File: config.mk
export PLATFORM = sky130hd
export DESIGN_NAME = mem_load_queue
export DESIGN_NICKNAME = d
export VERILOG_FILES = /design/src/rtl/mem_load_queue.sv
export SDC_FILE = /design/constraint.sdc
export NUM_CORES = 1
export LEC_CHECK = 0
export ABC_AREA = 0
export BUFFER_PORTS_ARGS = -buffer_cell sky130_fd_sc_hd__buf_2
export CAP_MARGIN = 15
export CORE_MARGIN = 1.5
export CORE_UTILIZATION = 50
export DETAILED_ROUTE_END_ITERATION = 10
export GPL_TIMING_DRIVEN = 0
export PLACE_DENSITY_LB_ADDON = 0.1
export REMOVE_ABC_BUFFERS = 1
export SYNTH_ARGS = -nofsm -noshare
export SYNTH_HDL_FRONTEND = slang
export SYNTH_SLANG_ARGS = --single-unit
export TNS_END_PERCENT = 5
File: constraint.sdc
create_clock -name clk_i -period 15.2 [get_ports clk_i]
set_clock_uncertainty 0.15 [all_clocks]
set_input_delay 2.28 -clock clk_i [delete_from_list [all_inputs] [get_ports clk_i]]
set_output_delay 2.28 -clock clk_i [all_outputs]
set_load 0.005 [all_outputs]
File: src/rtl/mem_load_queue.sv
// rtl/mem_load_queue.sv - in-order load result queue with alignment, flush cancel and writeback handshake
//
// Ports:
//   clk_i, reset_i                   clock, asynchronous active-high reset
//   req_valid_i/req_ready_o          load issue (op, byte offset, destination register)
//   resp_data_ok_i, resp_rdata_i     in-order data-bus response beats
//   flush_i                          cancel every queued load
//   out_valid_o/out_ready_i          writeback handshake with aligned data, byte strobes, destination
//   busy_o                           entries or cancelled responses still outstanding
module mem_load_queue #(
  parameter int DEPTH  = 4,
  parameter int DEST_W = 5
) (
  input  logic              clk_i,
  input  logic              reset_i,
  input  logic              req_valid_i,
  input  logic [2:0]        req_op_i,
  input  logic [1:0]        req_addr_lo_i,
  input  logic [DEST_W-1:0] req_dest_i,
  output logic              req_ready_o,
  input  logic              resp_data_ok_i,
  input  logic [31:0]       resp_rdata_i,
  input  logic              flush_i,
  output logic              out_valid_o,
  input  logic              out_ready_i,
  output logic [31:0]       out_data_o,
  output logic [3:0]        out_strb_o,
  output logic [DEST_W-1:0] out_dest_o,
  output logic              busy_o
);

  localparam int PW = $clog2(DEPTH);
  localparam int CW = PW + 1;
  localparam int TW = CW + 2;

  logic [2:0]        op_q   [DEPTH];
  logic [2:0]        op_d   [DEPTH];
  logic [1:0]        addr_q [DEPTH];
  logic [1:0]        addr_d [DEPTH];
  logic [DEST_W-1:0] dest_q [DEPTH];
  logic [DEST_W-1:0] dest_d [DEPTH];
  logic [31:0]       data_q [DEPTH];
  logic [31:0]       data_d [DEPTH];
  logic [DEPTH-1:0]  vld_q, vld_d;
  logic [PW-1:0]     alloc_q, alloc_d, fill_q, fill_d, ret_q, ret_d;
  logic [CW-1:0]     count_q, count_d, cancel_q, cancel_d;

  logic [CW-1:0] filled, unfilled;
  logic [TW-1:0] cancel_sum;
  logic          req_acc, resp_fill, head_vld, bypass, retire;
  logic [31:0]   word, ext_data;
  logic [3:0]    ext_strb;
  logic [2:0]    hop;
  logic [1:0]    hoff;
  logic [7:0]    hbyte;
  logic [15:0]   hhalf;

  // data_vld is only ever set on allocated entries, so the popcount is the
  // number of filled entries and the rest of count is still awaiting data.
  always_comb begin
    filled = '0;
    for (int i = 0; i < DEPTH; i++) filled = filled + CW'(vld_q[i]);
    unfilled = count_q - filled;
  end

  assign req_ready_o = ({1'b0, count_q} + {1'b0, cancel_q}) < (CW + 1)'(DEPTH);
  assign req_acc     = req_valid_i && req_ready_o;
  assign resp_fill   = resp_data_ok_i && (cancel_q == '0) && (unfilled != '0);
  assign head_vld    = vld_q[ret_q];
  assign bypass      = resp_fill && (fill_q == ret_q);
  assign out_valid_o = (head_vld || bypass) && (cancel_q == '0) && !flush_i;
  assign retire      = out_valid_o && out_ready_i;
  assign busy_o      = (count_q != '0) || (cancel_q != '0);

  // Responses still owed after a flush: already owed + unfilled entries +
  // the load issued this cycle, minus a response arriving this cycle.
  always_comb begin
    cancel_sum = TW'(cancel_q) + TW'(unfilled) + TW'(req_acc);
    if (resp_data_ok_i && cancel_sum != '0) cancel_sum = cancel_sum - TW'(1);
  end

  always_comb begin
    op_d     = op_q;
    addr_d   = addr_q;
    dest_d   = dest_q;
    data_d   = data_q;
    vld_d    = vld_q;
    alloc_d  = alloc_q;
    fill_d   = fill_q;
    ret_d    = ret_q;
    count_d  = count_q;
    cancel_d = cancel_q;
    if (flush_i) begin
      vld_d    = '0;
      alloc_d  = '0;
      fill_d   = '0;
      ret_d    = '0;
      count_d  = '0;
      cancel_d = CW'(cancel_sum);
    end else begin
      if (resp_data_ok_i && cancel_q != '0) cancel_d = cancel_q - CW'(1);
      if (resp_fill) begin
        data_d[fill_q] = resp_rdata_i;
        vld_d[fill_q]  = 1'b1;
        fill_d         = fill_q + PW'(1);
      end
      // Placed after the fill so a bypassed head is cleared, not left valid.
      if (retire) begin
        vld_d[ret_q] = 1'b0;
        ret_d        = ret_q + PW'(1);
      end
      if (req_acc) begin
        op_d[alloc_q]   = req_op_i;
        addr_d[alloc_q] = req_addr_lo_i;
        dest_d[alloc_q] = req_dest_i;
        vld_d[alloc_q]  = 1'b0;
        alloc_d         = alloc_q + PW'(1);
      end
      count_d = count_q + CW'(req_acc) - CW'(retire);
    end
  end

  always_ff @(posedge clk_i or posedge reset_i) begin
    if (reset_i) begin
      for (int i = 0; i < DEPTH; i++) begin
        op_q[i]   <= '0;
        addr_q[i] <= '0;
        dest_q[i] <= '0;
        data_q[i] <= '0;
      end
      vld_q    <= '0;
      alloc_q  <= '0;
      fill_q   <= '0;
      ret_q    <= '0;
      count_q  <= '0;
      cancel_q <= '0;
    end else begin
      op_q     <= op_d;
      addr_q   <= addr_d;
      dest_q   <= dest_d;
      data_q   <= data_d;
      vld_q    <= vld_d;
      alloc_q  <= alloc_d;
      fill_q   <= fill_d;
      ret_q    <= ret_d;
      count_q  <= count_d;
      cancel_q <= cancel_d;
    end
  end

  // Alignment of the head word; the word comes from the response bus when bypassing.
  always_comb begin
    word = head_vld ? data_q[ret_q] : resp_rdata_i;
    hop  = op_q[ret_q];
    hoff = addr_q[ret_q];
    case (hoff)
      2'd0:    hbyte = word[7:0];
      2'd1:    hbyte = word[15:8];
      2'd2:    hbyte = word[23:16];
      default: hbyte = word[31:24];
    endcase
    hhalf    = hoff[1] ? word[31:16] : word[15:0];
    ext_data = word;
    ext_strb = 4'hf;
    case (hop)
      3'd0: ext_data = {{24{hbyte[7]}}, hbyte};
      3'd1: ext_data = {24'b0, hbyte};
      3'd2: ext_data = {{16{hhalf[15]}}, hhalf};
      3'd3: ext_data = {16'b0, hhalf};
      3'd5: begin
        ext_data = word << {~hoff, 3'b000};
        ext_strb = 4'hf << ~hoff;
      end
      3'd6: begin
        ext_data = word >> {hoff, 3'b000};
        ext_strb = 4'hf >> hoff;
      end
      default: begin
        ext_data = word;
        ext_strb = 4'hf;
      end
    endcase
  end

  assign out_data_o = out_valid_o ? ext_data : '0;
  assign out_strb_o = out_valid_o ? ext_strb : '0;
  assign out_dest_o = out_valid_o ? dest_q[ret_q] : '0;

endmodule

==> metrics, run 1 <==
io pins=92; Distinct cells, synth=54; die height=around 150 um; Synth Cell Area=11340 um^2; most used cells in the layout excluding fill and tap cells=dfrtp_1 (182), mux2_2 (178), buf_2 (91); largest area contributor in the netlist=dfrtp_1; CP required=12.77 ns; Slew HR=0.2863; pwr/cell area=158.1 nW/um^2; FMAX=114.5 MHz; Final Hold Fails=0; CTS max path bufs=2; main area contributors after synthesis=dfrtp_1 (41%), mux2_2 (18%), mux4_2 (9.3%), mux2i_1 (6.6%), ha_1 (2.5%); Total Routing Usage GR=0.2474; R2R depth=21; GP Congestion=0.8543; Die W=153.6 um; hold_sp=data_q[70]$_DFFE_PP0P_; YS warnings=0; dpl ws=6.982 ns; Starting Density=0.5151; DR WL/cell=roughly 23 um; worst hold endpoint=data_q[70]$_DFFE_PP0P_; largest net degree at the start of global routing=103; clock tree sinks=184; Critical Path Fanout Max=26; fin nets=1029; Synth top area share=0.4059; num rows=54; Clock transition at path regs=~0.07 ns; min-delay worst type=flip-flop to flip-flop; initial antenna violation count=0; Setup Total Neg Slack=0 ns; layout cell share with drive strength beyond 1=0.3863; die area=23600 um^2; vias in the first global route=7881; Max-cap violations=0; vias post-DR=7843; final worst-path cycle share=0.5744; post-cts sizing count=0; fin crit period=between 8 and 9 ns; CP Capture Type=output port; max-slew violations=0; CTS tree=built; Syn Area/Cell=12.63 um^2; EDFF count, synth=0; Synth Register Bits=between 150 and 200; IO buf count=91; DRC errors left=0; Critical R2R Capture=count_q[2]$_DFF_PP0_; H-tree Lvls=4; Fillers=about 1900; GR Overflow Total=0; CP startpoint kind=flip-flop; leakage=0.005789 uW; Pre-Repair DR Iteration Count=8; hold_buf cts=0; Initial DRC Count=617; final worst setup slack=about 6.5 ns; routed wire length=28.24 mm; area grow syn2layout=10.81%; CORE AREA=22030 um^2; Syn Inst Count=898; WHS=0.3491 ns; CTS root buffer=clkbuf_16; Critical R2R Launch=vld_q[1]$_DFF_PP0_; hold path depth=1; post-CTS setup buffers=0; TritonCTS buffer count=17; critical path class=flip-flop to output port; number of diodes=0; reg2reg setup slack=8.06 ns; Slew @ Worst Pin=roughly 1.1 ns; Antenna Violating Nets Remaining=0; Data arrival, critical path=6.30 ns; Via-to-Cell Ratio=between 6 and 7; register area share after synthesis=0.4059; worst-skew pair later-pin latency=between 0.4 and 0.5 ns; commonest non-fill, non-tap cell in the layout=dfrtp_1; Synth async-reset ratio=1.000; Setup Viol. Count Final=0; status=finished clean; maximum vdd drop=0.09799 mV; post-route core utilization=0.5707; commonest register cell after synthesis=dfrtp_1; first-pass GRT wire length=45.15 mm; Final HPWL DP=18.08 mm; RSZ-0062 raised after global routing=false
[cells in the mapped netlist, types with 16 or more instances]
cell,n
dfrtp_1,184
mux2_2,178
mux2i_1,75
nand2_1,48
mux4_2,47
a221oi_1,32
a21oi_1,28
inv_1,24
ha_1,23
nor2_1,20
buf_2,16
o22ai_1,16
[report_power, final]
part | switching [uW] | total, uW | internal (uW)
Sequential | 55.8 | 638 | 582
Combinational | 501 | 901 | 400
Clock | 215 | 448 | 233
Total | 772 | 1990 | 1210
[logic make-up (layout without fill, tap and decap cells)]
family | Yosys count | count (layout) | share of synthesized area
AO/OA/AOI/OAI | 147 | 147 | 0.09154
XOR/XNOR | 10 | 10 | 0.007721
adder cells (fa/ha/maj) | 31 | 31 | 0.03948
buffers and inverters | 90 | 155 | 0.04092
flip-flops | 184 | 184 | 0.4059
multiplexers | 312 | 312 | 0.3613
AND/OR/NAND/NOR | 124 | 124 | 0.05316
[per-layer routing]
| metal | share of wire | global-route usage | up-vias |
|---|---|---|---|
| met3 | 0.055 | 0.03946 | 53 |
| li1 | - | - | 3533 |
| met1 | 0.44 | 0.3431 | 3992 |
| met2 | 0.47 | 0.3960 | 265 |
| met5 | 0 | 0 | - |
| met4 | 0.029 | 0.08738 | 0 |
[state kept, by name, summed over array words and instances (netlist names)]
name and flops:
data_q 128, vld_q 4, fill_q 2, alloc_q 2, addr_q 8, dest_q 20, ret_q 2, cancel_q 3
op_q 12, count_q 3
[critical path, stage by stage, from the launching register on]
cell,delay [ns]
dfrtp_1,0.43
fa_1,0.59
fa_1,0.43
fa_1,0.51
inv_1,0.08
ha_1,0.17
or2_2,0.28
fa_1,0.38
xnor2_1,0.26
o31ai_1,0.16
or3_1,0.38
a211o_1,0.70
inv_1,0.77
o21ai_0,0.20
a31oi_1,0.33
buf_2,0.18
[through the flow]
step | instance area, um^2 | instances | power, uW
after floorplan | 10970 | 833 | 1302
after global placement | 11780 | 1204 | 1510
after detailed placement | 11990 | 1211 | 1537
after CTS | 12570 | 1243 | 1988
after global routing | 12570 | 1243 | 2109
final | 12570 | 1243 | 1987
[cell type report]
class	instances	area, um^2	share of cell area
Tap cell	280	350.3	0.02787
Inverter	25	101.3	0.008062
Clock inverter	15	157.7	0.01254
Clock buffer	17	425.4	0.03384
Timing Repair Buffer	98	633.1	0.05036
Multi-Input combinational cell	624	6291	0.5004
Sequential cell	184	4612	0.3669
[worst max path at each step]
stage / start / to / slack (ns)
final: vld_q[1]$_DFF_PP0_ / out_data_o[14] / 6.47
after floorplan: reset_i / addr_q[0]$_DFFE_PP0P_ / 7.77
after detailed placement: vld_q[1]$_DFF_PP0_ / out_data_o[23] / 6.98
after global routing: vld_q[1]$_DFF_PP0_ / out_data_o[1] / 6.20
after global placement: reset_i / data_q[117]$_DFFE_PP0P_ / 5.44
after CTS: vld_q[1]$_DFF_PP0_ / out_data_o[23] / 6.47
(Power assumes the default switching activity.)
==> run 2, diff against run 1 <==
ABC_AREA = 1   (was 0)
clock period = 8.8 ns   (was 15.2 ns; I/O delays follow)
==> run 2 against run 1 <==
Non-clock buffer count increased by 5. Critical path type unchanged. Final cell count rose by 68%. First-iteration DRC count is 21% higher. Largest cell class unchanged. Area after synthesis rose by 4.8%. Total power grew 75%. Clock-buffer cell count stayed put. Register-to-register slack got worse by 5.9 ns. Die area grew 4.7%.
==> metrics, run 2 <==
vias in the first global route=10500 (+33%); Slew HR=0.2466 (-0.03972); slowest CP cell=inv_2; area grow syn2layout=10.82% (about the same); TritonCTS buffer count=17 (unchanged); post-cts sizing count=0 (unchanged); CP Capture Type=output port; Critical Path Fanout Max=32 (+23%); routed wire length=33.39 mm (+18%); clock tree sinks=184 (unchanged); Setup Viol. Count Final=0 (unchanged); CP required=7.33 ns (-5.44 ns); fin crit period=7.340 ns; initial antenna violation count=3 (+3); Syn Area/Cell=6.878 um^2 (-46%); post-route core utilization=0.5628 (-0.007902); max reg flops=128 (unchanged); status=finished clean; Non-Filler Instances=2084 (+68%); Clock transition at path regs=0.07 ns (about the same); main area contributors after synthesis=dfrtp_1 (39%), nand2_1 (23%), nand3_1 (7.3%), o21a_1 (5.8%), o21ai_0 (4.8%); Distinct cells, synth=35 (-35%); max-slew violations=0 (unchanged); IO buf count=91 (unchanged); DR WL/cell=16.02 um (-29%); largest area contributor in the netlist=dfrtp_1; Placed Cells=2050 (+69%); Synth Register Bits=184 (unchanged); critical path class=flip-flop to output port; GR Overflow Total=0 (unchanged); Slew @ Worst Pin=1.130 ns (+0.05958 ns); Synth async-reset ratio=1.000 (unchanged); vias post-DR=11220 (+43%); Synth Cell Area=11890 um^2 (+4.8%); GP Congestion=0.8676 (+1.6%); EDFF count, synth=0 (unchanged); Final Hold Fails=0 (unchanged); Synth top area share=0.3874 (-0.01846); Initial DRC Count=744 (+21%); FMAX=roughly 140 MHz; YS warnings=0 (unchanged); worst path cell trace=fa_1, fa_1, fa_1, inv_1, ha_1, or2_2, fa_1, nor2_1, a31oi_4, nand2_1, nand2_1, nand2_1, inv_2, o21ai_0, a21oi_1, buf_2; Syn Inst Count=1728 (+92%); min-delay worst type=flip-flop to flip-flop; Die W=157.2 um (+2.3%); Total Routing Usage GR=0.2778 (+0.03045); RSZ-0062 raised after global routing=false; CTS root buffer=clkbuf_16; commonest register cell after synthesis=dfrtp_1; num rows=56 (+3.7%); largest net degree at the start of global routing=96 (-6.8%); fin nets=1830 (+78%); Starting Density=0.5079 (-0.007194); maximum vdd drop=0.1662 mV (+70%); CORE AREA=23400 um^2 (+6.2%); worst-skew pair later-pin latency=0.44 ns (about the same); worst path bufs/invs=3 (unchanged); Data arrival, critical path=5.87 ns (-0.43 ns); dpl ws=2.024 ns (-4.959 ns); synth cell count leaders=nand2_1 (728), dfrtp_1 (184), nand3_1 (173); Max-cap violations=0 (unchanged); die area=24700 um^2 (+4.7%); most used cell, CP=fa_1; H-tree Lvls=4 (unchanged); CTS tree=built; commonest non-fill, non-tap cell in the layout=nand2_1; CTS max path bufs=2 (unchanged); final worst setup slack=1.460 ns (-5.009 ns); Final HPWL DP=21.37 mm (+18%); pwr/cell area=264.3 nW/um^2 (+67%); io pins=92 (unchanged); dpl cell area=12510 um^2 (+4.4%); DRC errors left=0 (unchanged); Largest regs=data_q (128), dest_q (20), op_q (12); leakage=0.006867 uW (+19%); first-pass GRT wire length=53.68 mm (+19%); Pre-Repair DR Iteration Count=6 (-2); Biggest register=data_q; most used cells in the layout excluding fill and tap cells=nand2_1 (728), dfrtp_1 (182), nand3_1 (172); most instantiated library cell after synthesis=nand2_1; Top Family by Delay on Critical Path=adder cells; final worst-path cycle share=0.8341; Via-to-Cell Ratio=5.382 (-15%); design area=13170 um^2 (+4.8%); layout cell share with drive strength beyond 1=0.1043 (-0.2820); die height=157.2 um (+2.3%); register area share after synthesis=0.3874 (-0.01846); max incr delay on CP=0.68 ns (-0.09 ns); Antenna Violating Nets Remaining=0 (unchanged); CP startpoint kind=flip-flop; post-CTS setup buffers=0 (unchanged); hold_buf cts=0 (unchanged); WHS=0.3321 ns (-0.01697 ns)
==> run 2: per-stage QoR <==
step / power (uW) / TNS [ns]
4_1_cts: 3479 / 0
6_report: 3481 / 0
5_1_grt: 3756 / 0
2_1_floorplan: 2222 / 0
3_5_place_dp: 2649 / 0
3_3_place_gp: 2582 / -43.84
==> run 2: final timing paths <==
kind                                       start                     to  slack [ns]  depth (start not counted)
max                           vld_q[1]$_DFF_PP0_          out_data_o[2]        1.46                         16
min                        dest_q[4]$_DFFE_PP0P_  dest_q[4]$_DFFE_PP0P_        0.33                          2
max reg2reg                   vld_q[1]$_DFF_PP0_   count_q[2]$_DFF_PP0_        2.20                         22
min reg2reg                dest_q[4]$_DFFE_PP0P_  dest_q[4]$_DFFE_PP0P_        0.33                          2
max in group asynchronous                reset_i  data_q[2]$_DFFE_PP0P_        6.77                          3
min in group asynchronous                reset_i   count_q[2]$_DFF_PP0_        0.80                          2
==> run 2: routing by layer <==
metal,wire [um],up-vias,GRT usage
met2,16170,351,0.4764
met1,14640,5284,0.3608
met3,2051,39,0.04240
met5,9,-,0
met4,516,2,0.08625
li1,-,5540,-
==> run 2: layout make-up <==
| cell class | instances | area [um^2] |
|---|---|---|
| clock buffer | 17 | 425.4 |
| timing repair buffer | 103 | 716.9 |
| clock inverter | 15 | 201.4 |
| multi-input combinational | 1327 | 6364 |
| sequential | 184 | 4609 |
| antenna | 1 | 2.502 |
| tap | 319 | 399.1 |
| inverter | 118 | 452.9 |
| fill | 2352 | 10230 |
==> run 2: power by group <==
| part | switching, uW | total (uW) | internal (uW) |
|---|---|---|---|
| combinational | 981 | 1500 | 523 |
| clock | 386 | 824 | 438 |
| sequential | 112 | 1150 | 1040 |
==> run 2: logic make-up after synthesis <==
group / count (synthesis) / share of synthesized area
compound gates: 259 / 0.1309
xor+xnor: 5 / 0.003684
fa+ha+maj: 31 / 0.03769
buf+inv: 217 / 0.08075
flops: 184 / 0.3874
mux: 16 / 0.01516
simple gates: 1016 / 0.3445
==> run 2: worst register-to-register path, cell delays in order (launching register included) <==
cell,delay [ns]
dfrtp_1,0.44
fa_1,0.59
fa_1,0.44
fa_1,0.53
inv_1,0.09
ha_1,0.18
or2_2,0.28
fa_1,0.55
nor2_1,0.09
a31oi_4,0.31
nand2_1,0.08
nand2_1,0.07
nand2_1,0.49
inv_2,0.69
nand2_1,0.26
inv_2,0.17
ha_1,0.24
inv_1,0.06
ha_1,0.13
inv_1,0.05
fa_1,0.37
o21ai_0,0.17
a21oi_1,0.05
==> run 3, diff against run 2 <==
clock period = 6.7 ns   (was 8.8 ns; I/O delays follow)
==> run 3 against run 2 <==
Non-clock buffer count is the same. Setup slack worse by 1.1 ns. Total power increased by 31%. Sequential share of layout area is essentially flat. Largest power group unchanged. Sequential cell count stayed put. Clock power rose by 31%. Final area increased by 0.11%.
==> metrics, run 3 (synthesis results as in run 2) <==
status=finished clean; Clock transition at path regs=0.07 ns (about the same); vias in the first global route=10490 (-0.019%); final worst setup slack=0.3900 ns (-1.070 ns); post-route core utilization=0.5635 (+0.0006410); post-cts sizing count=3 (+3); CORE AREA=23400 um^2 (unchanged); GR Overflow Total=0 (unchanged); initial antenna violation count=3 (unchanged); die area=24700 um^2 (unchanged); Final HPWL DP=21.37 mm (unchanged); Via-to-Cell Ratio=5.352 (-0.55%); fin nets=1830 (unchanged); H-tree Lvls=4 (unchanged); RSZ-0062 raised after global routing=false; Setup Viol. Count Final=0 (unchanged); DR WL/cell=15.96 um (-0.36%); post-CTS setup buffers=0 (unchanged); GP Congestion=0.8676 (unchanged); leakage=0.006883 uW (+0.23%); Starting Density=0.5079 (unchanged); first-pass GRT wire length=53.75 mm (+0.13%); worst-skew pair later-pin latency=0.44 ns (about the same); Critical Path Fanout Max=32 (unchanged); maximum vdd drop=0.2190 mV (+32%); Max-cap violations=0 (unchanged); Total Routing Usage GR=0.2781 (about the same); io pins=92 (unchanged); die height=157.2 um (unchanged); TritonCTS buffer count=17 (unchanged); CTS root buffer=clkbuf_16; Die W=157.2 um (unchanged); Antenna Violating Nets Remaining=0 (unchanged); max-slew violations=0 (unchanged); Final Hold Fails=0 (unchanged); CP Capture Type=output port; vias post-DR=11150 (-0.55%); largest net degree at the start of global routing=96 (unchanged); Data arrival, critical path=5.15 ns (-0.72 ns); WHS=0.3321 ns (-0.000001000 ns); CP required=5.54 ns (-1.79 ns); pwr/cell area=346.6 nW/um^2 (+31%); dpl ws=0.2110 ns (-1.813 ns); IO buf count=91 (unchanged); clock tree sinks=184 (unchanged); critical path class=flip-flop to output port; routed wire length=33.27 mm (-0.36%); Biggest register=data_q; final worst-path cycle share=0.9418; min-delay worst type=flip-flop to flip-flop; hold_buf cts=0 (unchanged); num rows=56 (unchanged); CTS max path bufs=2 (unchanged); CTS tree=built; Slew @ Worst Pin=1.159 ns (+0.02917 ns); CP startpoint kind=flip-flop; area grow syn2layout=10.95%; most used cells in the layout excluding fill and tap cells=nand2_1 (727), dfrtp_1 (182), nand3_1 (172); fin crit period=roughly 6.3 ns; FMAX=158.5 MHz; Pre-Repair DR Iteration Count=5 (-1); commonest non-fill, non-tap cell in the layout=nand2_1; Initial DRC Count=749 (+0.67%); Slew HR=0.2271 (-0.01945); max reg flops=128 (unchanged); DRC errors left=0 (unchanged); layout cell share with drive strength beyond 1=0.1049 (+0.0005669); Largest regs=data_q (128), dest_q (20), op_q (12)
==> run 3: metrics by stage <==
step / instances / TNS [ns] / area [um^2] / total power [uW]
global placement: 2039 / -581.24 / 12220 / 3391
finish: 2084 / 0 / 13190 / 4571
floorplan: 1629 / 0 / 11370 / 2918
detailed placement: 2050 / 0 / 12510 / 3480
global route: 2083 / 0 / 13180 / 4936
CTS: 2082 / 0 / 13150 / 4570
==> run 3: path summary, 6_finish.rpt <==
check	from	endpoint	slack (ns)	cells after the start
min in group asynchronous	reset_i	count_q[2]$_DFF_PP0_	0.49	2
worst max register to register	vld_q[1]$_DFF_PP0_	count_q[2]$_DFF_PP0_	0.87	22
worst min-delay path	dest_q[4]$_DFFE_PP0P_	dest_q[4]$_DFFE_PP0P_	0.33	2
worst min register to register	dest_q[4]$_DFFE_PP0P_	dest_q[4]$_DFFE_PP0P_	0.33	2
worst max-delay path	vld_q[1]$_DFF_PP0_	out_data_o[4]	0.39	16
max in group asynchronous	reset_i	data_q[2]$_DFFE_PP0P_	4.99	3
==> run 3: critical path, stage by stage, from the launching register on <==
cell and delay [ns]:
dfrtp_1 0.44, fa_1 0.58, fa_1 0.44, fa_1 0.53, inv_1 0.09, ha_1 0.18, or2_2 0.28, fa_1 0.55
nor2_1 0.09, a31oi_4 0.30, nand2_1 0.08, nand2_1 0.11, nand2_4 0.23, inv_8 0.25, o21ai_0 0.11, a21oi_1 0.26
buf_2 0.17
==> run 3: layout make-up <==
cell class              instances  area (um^2)
inverters                     118        460.4
diodes                          1        2.502
well taps                     319        399.1
repair buffers                103        716.9
clock buffers                  17        425.4
fillers                      2353        10220
multi-input cells            1327         6371
clock inverters                15        201.4
flip-flops and latches        184         4609
==> run 3: report_power, final <==
part	total (uW)	internal, uW	switching, uW
sequential	1510	1370	146
clock	1080	575	507
combinational	1970	687	1290
total	4570	2630	1940
==> run 3: per-layer routing <==
layer  GRT usage  wire length (um)  vias up
met5           0                 9        -
met4     0.08670               554        2
met3     0.04268              1943       42
met2      0.4762             16130      311
met1      0.3613             14630     5254
li1            -                 -     5545
